File: src/rtl/alu_pipe_if.sv
// Handshake bundle between operand fetch, the ALU pipe and writeback.
//   in_valid/in_ready   : operation request handshake (operand1, operand2, opcode)
//   out_valid/out_ready : result handshake (result, illegal)
// master: upstream/downstream side driving requests and consuming results.
// slave : the ALU pipe.
interface alu_pipe_if #(
    parameter int unsigned WIDTH = 32
);
    logic             in_valid;
    logic             in_ready;
    logic [WIDTH-1:0] operand1;
    logic [WIDTH-1:0] operand2;
    logic [3:0]       opcode;
    logic             out_valid;
    logic             out_ready;
    logic [WIDTH:0]   result;
    logic             illegal;

    modport master (
        output in_valid, operand1, operand2, opcode, out_ready,
        input  in_ready, out_valid, result, illegal
    );

    modport slave (
        input  in_valid, operand1, operand2, opcode, out_ready,
        output in_ready, out_valid, result, illegal
    );
endinterface

File: src/rtl/alu_pipe.sv
// Handshaked ALU with a registered output and an iterative shift-add multiplier.
// Ports:
//   clock   : rising-edge clock
//   reset_n : asynchronous active-low reset
//   bus     : alu_pipe_if slave (request in, result out)
// Single-cycle ops load the output register on the accepting edge. MUL walks one
// multiplier bit per cycle and loads the output WIDTH edges after acceptance.
module alu_pipe #(
    parameter int unsigned WIDTH  = 32,
    parameter bit          MUL_EN = 1'b1
) (
    input  logic       clock,
    input  logic       reset_n,
    alu_pipe_if.slave  bus
);
    localparam int unsigned CW = $clog2(WIDTH);

    localparam logic [3:0] OpAdd  = 4'b0001;
    localparam logic [3:0] OpSub  = 4'b0010;
    localparam logic [3:0] OpAnd  = 4'b0011;
    localparam logic [3:0] OpOr   = 4'b0100;
    localparam logic [3:0] OpXor  = 4'b0101;
    localparam logic [3:0] OpSll  = 4'b0110;
    localparam logic [3:0] OpSrl  = 4'b0111;
    localparam logic [3:0] OpSra  = 4'b1000;
    localparam logic [3:0] OpSlt  = 4'b1001;
    localparam logic [3:0] OpSltu = 4'b1010;
    localparam logic [3:0] OpMul  = 4'b1011;

    typedef enum logic [0:0] {StIdle, StMul} state_e;

    state_e           state_q, state_d;
    logic [CW-1:0]    cnt_q, cnt_d;
    logic [WIDTH-1:0] mcand_q, mcand_d;
    logic [WIDTH-1:0] hi_q, hi_d;
    logic [WIDTH-1:0] lo_q, lo_d;
    logic             out_valid_q, out_valid_d;
    logic [WIDTH:0]   result_q, result_d;
    logic             illegal_q, illegal_d;

    logic             accept;
    logic             is_mul;
    logic             out_blocked;
    logic             complete;
    logic             big_shift;
    logic [CW-1:0]    shamt;
    logic [WIDTH-1:0] sra_val;
    logic [WIDTH:0]   alu_res;
    logic             alu_ill;
    logic [WIDTH:0]   add_sum;
    logic [WIDTH-1:0] hi_step;
    logic [WIDTH-1:0] lo_step;

    assign bus.in_ready  = (state_q == StIdle) && (!out_valid_q || bus.out_ready);
    assign bus.out_valid = out_valid_q;
    assign bus.result    = result_q;
    assign bus.illegal   = illegal_q;

    assign accept      = bus.in_valid && bus.in_ready;
    assign is_mul      = MUL_EN && (bus.opcode == OpMul);
    assign out_blocked = out_valid_q && !bus.out_ready;

    // Shift amounts of WIDTH or more saturate; below that the low CW bits suffice.
    assign big_shift = {1'b0, bus.operand2} >= (WIDTH+1)'(WIDTH);
    assign shamt     = bus.operand2[CW-1:0];
    assign sra_val   = $signed(bus.operand1) >>> shamt;

    always_comb begin
        alu_res = '0;
        alu_ill = 1'b0;
        case (bus.opcode)
            OpAdd:  alu_res = {1'b0, bus.operand1} + {1'b0, bus.operand2};
            OpSub:  alu_res = {1'b0, bus.operand1} - {1'b0, bus.operand2};
            OpAnd:  alu_res = {1'b0, bus.operand1 & bus.operand2};
            OpOr:   alu_res = {1'b0, bus.operand1 | bus.operand2};
            OpXor:  alu_res = {1'b0, bus.operand1 ^ bus.operand2};
            OpSll:  alu_res = big_shift ? '0 : {1'b0, bus.operand1 << shamt};
            OpSrl:  alu_res = big_shift ? '0 : {1'b0, bus.operand1 >> shamt};
            OpSra:  alu_res = big_shift ? {1'b0, {WIDTH{bus.operand1[WIDTH-1]}}}
                                        : {1'b0, sra_val};
            OpSlt:  alu_res = {{WIDTH{1'b0}}, $signed(bus.operand1) < $signed(bus.operand2)};
            OpSltu: alu_res = {{WIDTH{1'b0}}, bus.operand1 < bus.operand2};
            default: alu_ill = 1'b1;
        endcase
    end

    // One shift-add step: {hi,lo} holds the partial product with the unused
    // multiplier bits in the low end of lo.
    assign add_sum = {1'b0, hi_q} + {1'b0, (lo_q[0] ? mcand_q : {WIDTH{1'b0}})};
    assign hi_step = add_sum[WIDTH:1];
    assign lo_step = {add_sum[0], lo_q[WIDTH-1:1]};

    always_comb begin
        state_d   = state_q;
        cnt_d     = cnt_q;
        mcand_d   = mcand_q;
        hi_d      = hi_q;
        lo_d      = lo_q;
        result_d  = result_q;
        illegal_d = illegal_q;
        complete  = 1'b0;
        case (state_q)
            StIdle: begin
                if (accept) begin
                    if (is_mul) begin
                        state_d = StMul;
                        cnt_d   = '0;
                        mcand_d = bus.operand1;
                        hi_d    = '0;
                        lo_d    = bus.operand2;
                    end else begin
                        complete  = 1'b1;
                        result_d  = alu_res;
                        illegal_d = alu_ill;
                    end
                end
            end
            StMul: begin
                // Stall with counter and partial product intact until the output frees.
                if (!out_blocked) begin
                    hi_d  = hi_step;
                    lo_d  = lo_step;
                    cnt_d = cnt_q + CW'(1);
                    if (cnt_q == CW'(WIDTH - 1)) begin
                        state_d   = StIdle;
                        complete  = 1'b1;
                        result_d  = {|hi_step, lo_step};
                        illegal_d = 1'b0;
                    end
                end
            end
            default: state_d = StIdle;
        endcase

        if (complete) begin
            out_valid_d = 1'b1;
        end else if (bus.out_ready) begin
            out_valid_d = 1'b0;
        end else begin
            out_valid_d = out_valid_q;
        end
    end

    always_ff @(posedge clock or negedge reset_n) begin
        if (!reset_n) begin
            state_q     <= StIdle;
            cnt_q       <= '0;
            mcand_q     <= '0;
            hi_q        <= '0;
            lo_q        <= '0;
            out_valid_q <= 1'b0;
            result_q    <= '0;
            illegal_q   <= 1'b0;
        end else begin
            state_q     <= state_d;
            cnt_q       <= cnt_d;
            mcand_q     <= mcand_d;
            hi_q        <= hi_d;
            lo_q        <= lo_d;
            out_valid_q <= out_valid_d;
            result_q    <= result_d;
            illegal_q   <= illegal_d;
        end
    end
endmodule

File: src/flat_wrapper.sv
// flat-port wrapper written by rule: the top's interface ports become plain ports
module alu_pipe_flat 
#(
    parameter int unsigned WIDTH  = 32,
    parameter bit          MUL_EN = 1'b1
)
  (clock, reset_n, bus_in_valid, bus_operand1, bus_operand2, bus_opcode, bus_out_ready, bus_in_ready, bus_out_valid, bus_result, bus_illegal);
  alu_pipe_if #(.WIDTH(WIDTH)) bus_i ();
  input  logic clock;
  input  logic reset_n;
  input wire logic [$bits(bus_i.in_valid)-1:0] bus_in_valid;
  input wire logic [$bits(bus_i.operand1)-1:0] bus_operand1;
  input wire logic [$bits(bus_i.operand2)-1:0] bus_operand2;
  input wire logic [$bits(bus_i.opcode)-1:0] bus_opcode;
  input wire logic [$bits(bus_i.out_ready)-1:0] bus_out_ready;
  output wire logic [$bits(bus_i.in_ready)-1:0] bus_in_ready;
  output wire logic [$bits(bus_i.out_valid)-1:0] bus_out_valid;
  output wire logic [$bits(bus_i.result)-1:0] bus_result;
  output wire logic [$bits(bus_i.illegal)-1:0] bus_illegal;
  assign bus_i.in_valid = bus_in_valid;
  assign bus_i.operand1 = bus_operand1;
  assign bus_i.operand2 = bus_operand2;
  assign bus_i.opcode = bus_opcode;
  assign bus_i.out_ready = bus_out_ready;
  assign bus_in_ready = bus_i.in_ready;
  assign bus_out_valid = bus_i.out_valid;
  assign bus_result = bus_i.result;
  assign bus_illegal = bus_i.illegal;
  alu_pipe #(.WIDTH(WIDTH), .MUL_EN(MUL_EN)) u_core (.clock(clock), .reset_n(reset_n), .bus(bus_i));
endmodule
File: config.mk
export PLATFORM = sky130hd
export DESIGN_NAME = alu_pipe_flat
export DESIGN_NICKNAME = d
export VERILOG_FILES = /design/src/rtl/alu_pipe_if.sv /design/src/rtl/alu_pipe.sv /design/src/flat_wrapper.sv
export SDC_FILE = /design/constraint.sdc
export NUM_CORES = 1
export LEC_CHECK = 0
export BUFFER_PORTS_ARGS = -buffer_cell sky130_fd_sc_hd__clkbuf_2
export CAP_MARGIN = 25
export CORE_MARGIN = 2
export CORE_UTILIZATION = 60
export CTS_CLUSTER_SIZE = 40
export DETAILED_ROUTE_END_ITERATION = 8
export MAX_ROUTING_LAYER = met4
export PLACE_DENSITY = 0.79
export SYNTH_ARGS = -nofsm -noshare
export SYNTH_HDL_FRONTEND = slang
export SYNTH_SLANG_ARGS = --single-unit
export TNS_END_PERCENT = 10
File: constraint.sdc
create_clock -name clock -period 7.5 [get_ports clock]
set_input_delay 1.5 -clock clock [delete_from_list [all_inputs] [get_ports clock]]
set_output_delay 1.5 -clock clock [all_outputs]
set_load 0.01 [all_outputs]
# Word-level counts from Yosys, hierarchy flattened
# Cells that the tools add are included.
# Widths: inputs -> output; s select.
word_totals:
  reg_bits: 137
  latchBits: 0
  ram_bits: 0
  romBits: 0
  in_bits: 72
  output_inout_bits: 36
  memories: 0
classes:
  n_addsub: 4
  mul: 0
  n_div: 0
  n_lt_le_gt_ge: 3
  eq_ne: 17
  n_shift: 3
  n_mux: 40
  bitwise_logic: 4
  reduce_logical: 12
op_table:
  columns: ["op", "n"]
  rows:
  - ["$pmux 33 s10", 1]
  - ["$mux 32", 10]
  - ["$mux 33", 4]
  - ["$pmux 32 s2", 2]
  - ["$add 32x32->33", 2]
  - ["$pmux 33 s2", 1]
  - ["$lt 32x32->1", 2]
  - ["$sub 32x32->33", 1]
  - ["$and 32x32->32", 1]
  - ["$ge 32x6->1 const B", 1]
  - ["$or 32x32->32", 1]
  - ["$reduce_or 32->1", 1]
  - ["$shl 32x5->32", 1]
  - ["$shr 32x5->32", 1]
  - ["$sshr 32x5->32", 1]
  - ["$xor 32x32->32", 1]
  - ["$eq 4x3->1 const B", 4]
  - ["$eq 4x4->1 const B", 4]
  - ["$mux 1", 15]
  - ["$mux 5", 3]
  - ["$pmux 5 s2", 1]
  - ["$reduce_or 10->1", 1]
  - ["$eq 4x2->1 const B", 2]
  - ["$ne 2x2->1 const B", 3]
  - ["other kinds (12)", 19]

# Depth between registers and ports, before layout
# Gate-level depths: netlist of the first run.
logic_depth:
  depth_word: 7
  ltp_mapped: 16

# Least setup slack after synthesis of the first run
# OpenSTA, ideal clock, no wires.
synth_path:
  path_kind: "input to register"
  startpoint: "in bus_operand2[2]"
  endpoint: "reg u_core.result_q[18] (netlist: u_core.bus.result[18])"
  setup_time_ps: 126
  t_arrival_ps: 5040
  slack_ps: 2334
  cell_stages: 16
  path_buffers: 4
  path_cell_list: "clkbuf_1 -> inv_2 -> buf_1 -> clkbuf_1 -> ha_1 -> clkbuf_1 -> a21o_1 -> a21o_1 -> a2111oi_1 -> o21ai_0 -> a311oi_1 -> o21ai_0 -> a221oi_1 -> o21ai_0 -> a221oi_1 -> nor2_1"
synth_between:
  elab_chain_len: 6
  elab_cells_between_ends: 13
  classes_between: "2 x add/sub; 1 x order compare; 3 x shift; 7 x mux"
synth_rtl:
  columns: ["element", "line", "source"]
  rows:
  - ["start, declared", "flat_wrapper.sv:13", "input wire logic [$bits(bus_i.operand2)-1:0] bus_operand2;"]
  - ["$ge 32x6->1, or another cell as far along", "alu_pipe.sv:64", "assign big_shift = {1'b0, bus.operand2} >= (WIDTH+1)'(WIDTH);"]
  - ["$mux 32 (on tied branches)", "alu_pipe.sv:79, alu_pipe.sv:77, alu_pipe.sv:78", null]
  - ["$pmux 33 s10 (*)", "alu_pipe.sv:71", "case (bus.opcode)"]
  - ["$mux 33 (*)", "alu_pipe.sv:105", "if (is_mul) begin"]
  - ["$mux 33 (*)", "alu_pipe.sv:104", "if (accept) begin"]
  - ["$pmux 33 s2 (*)", "alu_pipe.sv:102", "case (state_q)"]
  - ["end signal, assigned", "alu_pipe.sv:161", "result_q <= result_d;"]
  - ["end, declared", "alu_pipe.sv:38", "logic [WIDTH:0] result_q, result_d;"]
# Mark *: on every way between the ends. The rest lies on a longest branch, timed or not. The select of a mux whose other input is x is not followed.
# A chain may end at the register's enable or synchronous reset.

# Final worst setup path of the first run
layout_path:
  startpoint: "in bus_operand2[4]"
  endpoint: "reg u_core.result_q[0] (netlist: u_core.bus.result[0])"
# The elaborated chain is that of the path after synthesis.

==> impl_metrics.py, run 1 <==
metrics = {
    "timing": {
        "drv_slew": 0,
        "hold_slack_ns": 0.473,
        "tns_ns": 0,
        "fin_skew_ns": 0.0152,
        "finalSetupViolCount": 0,
        "fmax_mhz": 187,
        "slew_headroom_pct": 27.5,
        "min_period_ns": 5.35,
        "rsz0062_at_grt": "false",
        "tightest_slew_ns": 1.08,
        "finalCritPeriodShare_pct": 71.3,
        "hold_viol_final": 0,
    },
    "worst_setup_path": {
        "path_max_fanout": 28,
        "crit_path_start_kind": "input pin",
        "cp-end-kind": "flip-flop",
        "cp.required_ns": 7.81,
        "crit_type": "input pin to flip-flop",
        "worstPathArrival_ns": 5.66,
    },
    "yosys": {
        "ys_types": 92,
        "synth.net_count": 2440,
        "synth_cells": 2234,
        "netlist_area_um2": 16800,
        "synth-seq-cells": 137,
        "synth_ff_type": "dfrtp_1",
        "synth_async_sr_flop_share_pct": 100,
        "syn_avg_cell_area_um2": 7.54,
        "synth_edf_count": 0,
        "yosysWarnings": 0,
        "yosysSeqAreaShare_pct": 20.4,
    },
    "pwr": {
        "p_clk_share_pct": 17.5,
        "seqPwrFrac_pct": 26.7,
        "power_switching_uw": 2420,
        "switching_share_pct": 48.7,
        "p_total_uw": 4970,
        "combPwrFrac_pct": 55.9,
        "power.internal_uw": 2550,
        "powerDensity_nw_per_um2": 276,
        "ir_drop_v": 0.000165,
        "power_leakage_uw": 0.00773,
    },
    "clock_tree": {
        "cts_buffer_depth": 2,
        "cts.sinks": 137,
        "ctsResizeCount": 0,
        "cts.clk_slew.worst_paths_ns": 0.07,
        "clkLatencyLatePin_ns": 0.44,
        "ctsHoldBuffers": 0,
        "cts_made_buffers": 17,
        "postCtsSetupBuffers": 0,
        "cts.root.buffer_cell": "clkbuf_16",
        "htreeDepth": 4,
        "tritoncts": "done",
    },
    "cells_and_area": {
        "final_common_cell": "nor2_1",
        "final_cell_mix": "nor2_1 (312), o21ai_0 (214), nand2_1 (181), a21oi_1 (173), dfrtp_1 (136)",
        "layout-drive-gt1-share_pct": 12.3,
        "nets": 2432,
        "area_growth_syn_to_layout_pct": 6.91,
        "fin_cells": 2617,
        "final_util_pct": 65.0,
    },
    "global_route": {
        "grt_pass1_vias": 18000,
        "grt_max_degree": 96,
        "antenna_found_initial": 2,
        "grtUsageTotal_pct": 50.6,
        "grt_first_pass_wirelength_um": 108000,
        "overflow": 0,
    },
    "placed_design": {
        "numPortBuffers": 107,
        "globalplace.congestion": 1.16,
        "dp_hpwl_um": 53500,
        "placed_cells": 2585,
    },
    "drt": {
        "dr_total_vias": 19500,
        "drc": 0,
        "avgRoutedWirePerCell_um": 27.9,
        "antenna_left": 0,
        "drt-total-wl_um": 72900,
        "drtPass1Iterations": 7,
        "drt_iter0_drc": 3496,
        "post_drt_via_cell_ratio": 7.45,
    },
    "floorplan": {
        "core-area_um2": 27700,
        "die_h_um": 172,
        "die_area_um2": 29400,
        "num_rows": 61,
        "initial_core_util_pct": 60.8,
        "io_pins": 108,
        "die_w_um": 172,
    },
    "run": {
        "maxCapViolCount": 0,
    },
    "status": {
        "outcome": "finished clean",
    },
    "hold_path": {
        "hold_class": "flip-flop to flip-flop",
    },
}
-- Yosys cell counts, types with 8 or more instances --
cell | n | share of area [%]
nor2_1 | 313 | 7.0
o21ai_0 | 214 | 6.4
nand2_1 | 182 | 4.1
a21oi_1 | 173 | 5.1
dfrtp_1 | 137 | 20
ha_1 | 131 | 9.7
clkbuf_1 | 124 | 2.8
inv_1 | 101 | 2.3
nand3_1 | 76 | 2.3
nor3_1 | 65 | 1.9
mux4_2 | 55 | 7.4
a211oi_1 | 52 | 2.3
and2_1 | 43 | 1.6
mux2i_1 | 41 | 2.4
a221oi_1 | 32 | 1.7
a21o_1 | 28 | 1.2
a31oi_1 | 24 | 0.89
o211ai_1 | 22 | 0.98
o22ai_1 | 21 | 0.78
nand4_1 | 19 | 0.71
o21bai_1 | 19 | 0.85
nor4_1 | 18 | 0.67
o31ai_1 | 18 | 0.80
or3_1 | 17 | 0.63
and3_1 | 16 | 0.59
buf_2 | 13 | 0.39
nand2b_1 | 13 | 0.48
nor2b_1 | 13 | 0.48
o311ai_0 | 13 | 0.68
xor2_1 | 13 | 0.68
buf_1 | 12 | 0.27
o221ai_1 | 12 | 0.62
xnor2_1 | 12 | 0.62
a221o_1 | 10 | 0.59
a22oi_1 | 9 | 0.40
o2111ai_1 | 8 | 0.42
o32ai_1 | 8 | 0.42
or2_2 | 8 | 0.30
-- power groups by stage --
stage	Sequential, µW	Clock, µW	Combinational (µW)
floorplan	1250	0	1880
global placement	1290	0	2570
detailed placement	1310	0	2650
CTS	1300	867	2670
global route	1340	900	2990
finish	1320	868	2770
-- cells by family (layout without fill, tap and decap cells) --
logic type,count (synthesis),count (layout),share of synthesized area [%]
muxes,103,103,10.3
xor gates and xnor gates,25,25,1.30
other,0,2,0
AOI/OAI and AO/OA,756,756,29.2
adders and majority gates,134,134,10.1
DFF,137,137,20.4
buffers and inverters,267,270,6.64
and+or+nand+nor,812,812,22.2
-- critical path, stage by stage --
cell	delay, ns
clkbuf_2	0.07
buf_4	0.31
clkinv_1	0.43
ha_1	0.55
inv_1	0.13
nor3_1	0.06
o41ai_1	0.64
nand4_1	0.22
a21oi_1	0.38
o21ai_0	0.45
o41ai_1	0.38
o311ai_0	0.20
a31oi_1	0.20
o211ai_1	0.10
-- stage by stage --
| stage | setup slack, ns | area, µm² |
|---|---|---|
| CTS | 2.37 | 18000 |
| global placement | 2.02 | 17400 |
| global route | 1.94 | 18000 |
| detailed placement | 1.92 | 17400 |
| floorplan | 2.33 | 16800 |
| finish | 2.15 | 18000 |
-- cell type report --
cell class | instances | area (µm²)
antenna | 2 | 5.00
clock buffer | 20 | 467
clock inverter | 10 | 119
fill | 2441 | 9700
inverter | 105 | 394
multi-input combinational | 1830 | 12400
sequential | 137 | 3430
tap | 378 | 473
timing repair buffer | 135 | 757
-- layer usage --
| layer | wire, µm | vias up | share of wire (%) | global-route usage (%) |
|---|---|---|---|---|
| met2 | 31100 | 1618 | 43 | 72.7 |
| met3 | 10500 | 346 | 14 | 15.8 |
| met4 | 4830 | 0 | 6.6 | 28.6 |
| met1 | 26500 | 9236 | 36 | 63.0 |
| li1 | - | 8293 | - | - |
| met5 | 0 | - | 0 | - |
-- path summary, 6_finish.rpt --
path,end,start,slack [ns],depth (start not counted)
max in group asynchronous,u_core.state_q,reset_n,5.03,2
max reg2reg,u_core.bus.result[32],u_core.lo_q[0],2.45,14
min,u_core.mcand_q[17],u_core.mcand_q[17],0.47,2
min in group asynchronous,u_core.hi_q[7],reset_n,1.10,1
max,u_core.bus.result[0],bus_operand2[4],2.15,14
min reg2reg,u_core.mcand_q[17],u_core.mcand_q[17],0.47,2
-- sequential cells by signal, summed over array words and instances (netlist names) --
name / cells
u_core.bus.result: 33
u_core.hi_q: 32
u_core.lo_q: 32
u_core.mcand_q: 32
u_core.cnt_q: 5
u_core.bus.illegal: 1
u_core.bus.out_valid: 1
u_core.state_q: 1
Note: power is estimated with default switching activity, not from simulation.
==> inputs of run 2 (changes only) <==
CORE_UTILIZATION = 57   (was 60)
clock period = 4.29 ns   (was 7.5 ns; I/O delays follow)
==> run 2 against run 1 <==
Net effect: first-iteration DRC count down 14%; critical path depth down 1; clock power up 74%; sequential share of layout area down 1.1 points; critical path type is now flip-flop to flip-flop; clock skew down 0.0048 ns.
==> impl_metrics.py, run 2 (synthesized netlist as in run 1, its figures left out) <==
metrics = {
    "drt": {
        "post_drt_via_cell_ratio": 7.23,
        "avgRoutedWirePerCell_um": 27.4,
        "drt-total-wl_um": 75500,
        "dr_total_vias": 19900,
        "drc": 0,
        "dr_wl_met2_um": 32400,
        "drt_iter0_drc": 2993,
        "wl_met1_um": 28900,
        "routed-wl-met3_um": 9720,
        "drtPass1Iterations": 6,
        "antenna_left": 0,
        "dr.max_layer_used": "met4",
    },
    "timing": {
        "slew_headroom_pct": 35.6,
        "finalSetupViolCount": 0,
        "tns_ns": 0,
        "rsz0062_at_grt": "false",
        "hold_viol_final": 0,
        "drv_slew": 0,
        "min_period_ns": 4.19,
        "tightest_slew_ns": 0.965,
        "fmax_mhz": 239,
        "fin_skew_ns": 0.0104,
        "finalCritPeriodShare_pct": 97.7,
    },
    "global_route": {
        "grt_pass1_vias": 18800,
        "grtUsageTotal_pct": 49.4,
        "grt_first_pass_wirelength_um": 113000,
        "overflow": 0,
        "antenna_found_initial": 0,
        "grt_max_degree": 93,
    },
    "placed_design": {
        "placed_cells": 2724,
        "dp_hpwl_um": 57300,
        "numPortBuffers": 107,
        "globalplace.congestion": 1.11,
    },
    "worst_setup_path": {
        "cp.required_ns": 4.60,
        "path_max_fanout": 19,
        "crit_type": "flip-flop to flip-flop",
        "crit_path_start_kind": "flip-flop",
        "cp-end-kind": "flip-flop",
        "worstPathArrival_ns": 4.50,
    },
    "cells_and_area": {
        "ff_latch_area_um2": 3430,
        "layout-drive-gt1-share_pct": 17.6,
        "area_growth_syn_to_layout_pct": 13.6,
        "fin_cells": 2759,
        "final_common_cell": "nor2_1",
        "final_cell_mix": "nor2_1 (312), o21ai_0 (213), nand2_1 (181), a21oi_1 (173), buf_4 (157)",
        "multiInputGateArea_um2": 12400,
        "largest_register_ffs": 33,
        "nets": 2567,
        "fillers": 2406,
    },
    "clock_tree": {
        "cts.clk_slew.worst_paths_ns": 0.07,
        "cts_made_buffers": 17,
        "cts_buffer_depth": 2,
        "tritoncts": "done",
        "clkLatencyLatePin_ns": 0.44,
        "cts.sinks": 137,
        "cts.root.buffer_cell": "clkbuf_16",
        "htreeDepth": 4,
    },
    "floorplan": {
        "num_rows": 62,
        "io_pins": 108,
        "die_h_um": 176,
        "die_area_um2": 30900,
        "initial_core_util_pct": 58.2,
        "core-area_um2": 28900,
        "die_w_um": 176,
    },
    "pwr": {
        "ir_drop_v": 0.000288,
        "power_leakage_uw": 0.00840,
        "powerDensity_nw_per_um2": 464,
    },
    "hold_path": {
        "hold_class": "flip-flop to flip-flop",
    },
    "run": {
        "maxCapViolCount": 0,
    },
    "status": {
        "outcome": "finished clean",
    },
}
-- run 2: final timing paths --
kind	slack, ns	from	end	cells after the start
max reg2reg	0.1	u_core.lo_q[0]	u_core.bus.result[32]	13
max	0.1	u_core.lo_q[0]	u_core.bus.result[32]	13
min in group asynchronous	0.49	reset_n	u_core.hi_q[6]	1
max in group asynchronous	2.87	reset_n	u_core.lo_q[18]	2
min reg2reg	0.48	u_core.mcand_q[27]	u_core.mcand_q[27]	2
min	0.48	u_core.mcand_q[27]	u_core.mcand_q[27]	2
-- run 2: what timing repair did --
item / CTS / global route
buffers inserted: 0 / 2
setup endpoints to repair: 0 / 1
hold buffers: 0 / 0
resized for setup: 0 / 10
-- run 2: area by class of cell --
class | count | share of cell area [%]
Multi-Input combinational cell | 1830 | 64.7
Sequential cell | 137 | 17.9
Timing Repair Buffer | 270 | 9.69
Tap cell | 384 | 2.51
Clock buffer | 18 | 2.24
Inverter | 105 | 2.06
Clock inverter | 14 | 0.850
Antenna cell | 1 | 0.0131
-- run 2: power breakdown --
group          internal (µW)  switching (µW)  leakage (µW)
Combinational           1870            3220       0.00650
Sequential              1830             452       0.00162
Clock                    870             643      0.000276
Total                   4570            4310       0.00840
-- run 2: per-stage QoR --
step / area [µm²] / total power (µW) / utilization (%) / worst slack [ns] / hold WS, ns
after floorplan: 16800 / 5470 / - / 0.0411 / 0.442
after detailed placement: 18500 / 7060 / 63.9 / 0.00450 / 0.467
after global routing: 19100 / 9320 / 66.1 / 0.00664 / 0.505
after global placement: 18500 / 6860 / 63.9 / 0.0381 / 0.453
final: 19100 / 8890 / 66.2 / 0.0973 / 0.479
after CTS: 19100 / 8620 / 66.0 / 0.0409 / 0.481
-- run 2: critical path: stages (launching register included) --
cell	delay (ns)
dfrtp_2	0.46
buf_4	0.15
buf_4	0.18
and2_1	0.16
ha_1	0.39
a21oi_1	0.30
o21ai_0	0.36
and4b_1	0.38
nand3_1	0.11
or4b_1	0.58
nor4b_2	0.32
nand4_1	0.17
o211ai_1	0.36
o211ai_1	0.14
-- run 2: routing by layer --
metal	vias to the layer above	GRT usage (%)
met3	298	11.6
met4	0	23.3
met1	9462	63.9
li1	8550	-
met5	-	-
met2	1624	73.1
